### src/rtl/ring_shift_ctrl.sv
// ring_shift_ctrl: upstream controller for the T0..T7 one-hot ring counter.
// Issues a burst of exactly N registered shift enables per accepted start,
// reports busy/done/aborted and keeps a binary mirror of the ring position.
// Optional feature macro: ONEHOT_CHECK_EN adds ring_in/ring_err and a sticky
// one-hot/position consistency checker against the live ring outputs.
module ring_shift_ctrl #(
    parameter int unsigned CNT_W    = 8,
    parameter int unsigned RING_LEN = 8,
    parameter int unsigned POS_W    = 3
) (
    input  logic                clk,
    input  logic                reset,
    input  logic                start,
    input  logic                stop,
    input  logic [CNT_W-1:0]    cycles,
    output logic                shift_r,
    output logic                busy,
    output logic                done,
    output logic                aborted,
    output logic [POS_W-1:0]    pos
`ifdef ONEHOT_CHECK_EN
    ,
    input  logic [RING_LEN-1:0] ring_in,
    output logic                ring_err
`endif
);

    typedef enum logic {
        ST_IDLE = 1'b0,
        ST_RUN  = 1'b1
    } state_e;

    state_e             state_q;
    logic               shift_q;
    logic               busy_q;
    logic               done_q;
    logic               aborted_q;
    logic [POS_W-1:0]   pos_q;
    logic [POS_W-1:0]   pos_d;
    logic [CNT_W-1:0]   remaining_q;
    logic [CNT_W-1:0]   remaining_d;
    logic               last_shift_c;
    logic               accept_c;

    // Next ring position wraps modulo the ring length; next remaining count.
    assign pos_d        = POS_W'((32'(pos_q) + 32'd1) % RING_LEN);
    assign remaining_d  = remaining_q - CNT_W'(1);
    assign last_shift_c = (remaining_q == CNT_W'(1));
    assign accept_c     = start && !stop;

    // Control FSM with registered outputs; stop dominates start and completion.
    always_ff @(posedge clk or negedge reset) begin
        if (!reset) begin
            state_q     <= ST_IDLE;
            shift_q     <= 1'b0;
            busy_q      <= 1'b0;
            done_q      <= 1'b0;
            aborted_q   <= 1'b0;
            pos_q       <= '0;
            remaining_q <= '0;
        end else begin
            done_q    <= 1'b0;
            aborted_q <= 1'b0;
            case (state_q)
                ST_IDLE: begin
                    if (accept_c) begin
                        if (cycles != '0) begin
                            state_q     <= ST_RUN;
                            remaining_q <= cycles;
                            shift_q     <= 1'b1;
                            busy_q      <= 1'b1;
                        end else begin
                            done_q <= 1'b1;
                        end
                    end
                end
                ST_RUN: begin
                    // The shift issued in this cycle always lands in the ring.
                    pos_q       <= pos_d;
                    remaining_q <= remaining_d;
                    if (stop) begin
                        state_q     <= ST_IDLE;
                        shift_q     <= 1'b0;
                        busy_q      <= 1'b0;
                        aborted_q   <= 1'b1;
                        remaining_q <= '0;
                    end else if (last_shift_c) begin
                        state_q <= ST_IDLE;
                        shift_q <= 1'b0;
                        busy_q  <= 1'b0;
                        done_q  <= 1'b1;
                    end
                end
                default: begin
                    state_q <= ST_IDLE;
                    shift_q <= 1'b0;
                    busy_q  <= 1'b0;
                end
            endcase
        end
    end

    assign shift_r = shift_q;
    assign busy    = busy_q;
    assign done    = done_q;
    assign aborted = aborted_q;
    assign pos     = pos_q;

`ifdef ONEHOT_CHECK_EN
    logic                ring_err_q;
    logic [RING_LEN-1:0] ring_exp_c;
    logic                ring_bad_c;

    // Expected ring pattern: pos 0 is the MSB, each position one bit lower.
    assign ring_exp_c = {1'b1, {(RING_LEN-1){1'b0}}} >> pos_q;
    assign ring_bad_c = (ring_in != ring_exp_c);

    // Sticky violation flag, cleared only by reset.
    always_ff @(posedge clk or negedge reset) begin
        if (!reset) begin
            ring_err_q <= 1'b0;
        end else if (ring_bad_c) begin
            ring_err_q <= 1'b1;
        end
    end

    assign ring_err = ring_err_q;
`endif

endmodule

### config.mk
export PLATFORM = sky130hd
export DESIGN_NAME = ring_shift_ctrl
export DESIGN_NICKNAME = d
export VERILOG_FILES = /design/src/rtl/ring_shift_ctrl.sv
export SDC_FILE = /design/constraint.sdc
export NUM_CORES = 1
export LEC_CHECK = 0
export BUFFER_PORTS_ARGS = -buffer_cell sky130_fd_sc_hd__buf_2
export CORE_MARGIN = 2
export CORE_UTILIZATION = 52
export CTS_CLUSTER_SIZE = 24
export DETAILED_ROUTE_END_ITERATION = 10
export PLACE_DENSITY = 0.79
export SLEW_MARGIN = 30
export SYNTH_ARGS = -nofsm -noshare
export SYNTH_HDL_FRONTEND = slang
export SYNTH_SLANG_ARGS = --single-unit
### constraint.sdc
create_clock -name clk -period 1.9 [get_ports clk]
set_clock_uncertainty 0.2 [all_clocks]
set_input_delay 0.19 -clock clk [delete_from_list [all_inputs] [get_ports clk]]
set_output_delay 0.19 -clock clk [all_outputs]
set_load 0.03 [all_outputs]
==> metrics <==
Yosys Warn Count 0; first-pass GRT wire length 3600 µm; total CTS buffers 3; DR WL met2 1030 µm; Worst VDD drop 0.894 mV; outcome finished clean; final WL 2070 µm; CP cell instances dlygate4sd3_1 > buf_2 > nor2b_4 > mux2_4 > a31oi_1 > o22ai_1; GRT Overall Usage approximately 25%; Fin. Hold Viols 0; initial antenna violation count 0; WL/cell 16.6 µm; Critical Path Slowest Stage Cell dlygate4sd3_1; slew margin rel. 74.8%; Die ar. 2060 µm²; critical path capture point type flop; CP Data Arrival Time 1680 ps; syn_nets 102; Critical Path RT between 1500 and 2000 ps; Worst Tran Pin Value 375 ps; critical-path maximum fanout 8; Leak 0.482 nW; Seq/Total Area, Yosys a little over two fifths; Power Density approximately 1100 nW/µm²; WL met1 867 µm; unique cell type count in the Yosys netlist 34; H-tree depth 1; fin crit period 1720 ps; number of flops mapped to enable cells by yosys 0; FMAX a little under 600 MHz; Die X 45.4 µm; Largest stage delay, worst path 540 ps; Fin Hold WS 26.7 ps; Detailed Place HPWL ~1500 µm; vias in the first global route 794; layout cells sized above 1 between 30% and 40%; RSZ-0062 raised after global routing false; Synth async-reset ratio 100%; post-place instance area 988 µm²; largest net degree at the start of global routing 16; final instance area 1040 µm²; Cells after Synth 87; postcts setup bufs 0; ANT nets after route 0; DRC violations left 0; Via Count 782; gr ovfl total 0; clk_lat worst skew approximately 280 ps; # nets final ~130; CTS tree done; Tightest Hold Check Type input pin to flop; antenna fix cells 0; Max Root-Sink Buffers 2; area grow syn2layout 17.0%; Final Cycle Share 90.6%; Yosys reg bits 15; I/O pin count 19; Initial Util 57.1%; gpl congestion roughly 0.9; post-synthesis average cell area about 10 µm²; max_cap viols 0; Setup TNS 0 ps; ys flop type dfrtp_1; root buffer selected by CTS clkbuf_4; vias per inst 6.26; top layer in use met4; Worst Setup Start Kind input pin; core area 1560 µm²; Final Max Tran Viols 0; DRT iter0 DRCs 24; # fillers 127; clk sink count 15; Rows 14; first drt pass iteration count 4; CTS clk-pin slew, worst paths 90 ps; met3 routed WL between 100 and 150 µm; final setup fails 0; critical path type input pin to flop; port bufs 18; Post-Synthesis Cell Area 890 µm²; Die Height 45.4 µm
placed cells by master, fill, tap and decap left out, types with 2 or more instances in the layout:
cell and n:
buf_2 18, dfrtp_1 15, buf_4 2, o22ai_1 5, nand3_1 2, clkbuf_4 3
nor3_1 5, mux2_2 3, dlygate4sd3_1 2, nand2_1 5, ha_1 3, nand3b_1 3
a21oi_1 6, inv_1 4, xnor2_1 3, a22oi_1 3, nor2_1 5, xor2_1 4
final cells by class:
cell class              count  area, µm²  area share [%]
inverters                   4       15.0            1.44
multi-input cells          64        478            45.9
flip-flops and latches     15        375            36.1
repair buffers             22        125            12.0
clock buffers               3       22.5            2.16
well taps                  16       20.0            1.92
clock inverters             1       5.00           0.481
routing by layer:
| layer | global-route usage [%] | vias to the layer above |
|---|---|---|
| li1 | - | 363 |
| met1 | 31.4 | 373 |
| met2 | 41.1 | 33 |
| met3 | 5.60 | 13 |
| met4 | 12.4 | 0 |
| met5 | 0 | - |
sequential cells by signal, summed over array words and instances (netlist names):
name         cells
aborted          1
state_q          1
busy             1
remaining_q      8
done             1
pos              3
cells in the mapped netlist, types with 2 or more instances:
cell | number | area [µm²]
ha_1 | 3 | 37.5
a21oi_1 | 6 | 30.0
nand3_1 | 2 | 10.0
inv_1 | 4 | 15.0
nand3b_1 | 3 | 22.5
nor3_1 | 5 | 25.0
xor2_1 | 4 | 35.0
dfrtp_1 | 15 | 375
mux2_2 | 3 | 33.8
xnor2_1 | 3 | 26.3
clkbuf_1 | 2 | 7.51
a22oi_1 | 3 | 22.5
o22ai_1 | 5 | 31.3
nor2_1 | 5 | 18.8
nand2_1 | 5 | 18.8
cell families after synthesis:
group | count (synthesis) | synth area share, %
adders and majority gates | 3 | 4.22
AOI/OAI and AO/OA | 21 | 15.9
buffers and inverters | 8 | 4.64
xor gates and xnor gates | 7 | 6.89
and+or+nand+nor | 29 | 20.7
muxes | 4 | 5.48
DFF | 15 | 42.2
through the flow:
step / utilization (%) / power (mW) / cells / worst slack, ps
floorplan: - / 0.825 / 87 / 500
global placement: 63.4 / 0.938 / 119 / 409
detailed placement: 63.4 / 0.958 / 119 / 353
CTS: 66.5 / 1.15 / 125 / 131
global route: 66.8 / 1.23 / 125 / 91.9
finish: 66.8 / 1.15 / 125 / 179
final timing paths:
check                                      startpoint                    endpoint  slack, ps  cells past startpoint
max                                              stop  remaining_q[5]$_DFFE_PN0P_        180                      6
min                                             start           state_q$_DFF_PN0_         30                      3
max reg2reg                remaining_q[2]$_DFFE_PN0P_              done$_DFF_PN0_        300                      4
min reg2reg                        pos[2]$_DFFE_PN0P_          pos[2]$_DFFE_PN0P_        300                      1
max in group asynchronous                       reset              done$_DFF_PN0_       1090                      2
min in group asynchronous                       reset          pos[1]$_DFFE_PN0P_        160                      2
power breakdown:
| group | switching [mW] | internal, mW |
|---|---|---|
| clock network | 0.104 | 0.0782 |
| registers | 0.0927 | 0.402 |
| logic | 0.273 | 0.200 |
worst max-delay path: cells and delay by family:
family,cells,cell delay [ps]
AOI/OAI and AO/OA,2,250
buffers and inverters,2,720
muxes,1,320
and+or+nand+nor,1,190
repair_timing:
action,CTS,global route
resized for setup,0,1
hold buffers,2,0
hold endpoints to repair,18,0
setup endpoints to repair,0,1
(Power assumes the default switching activity.)
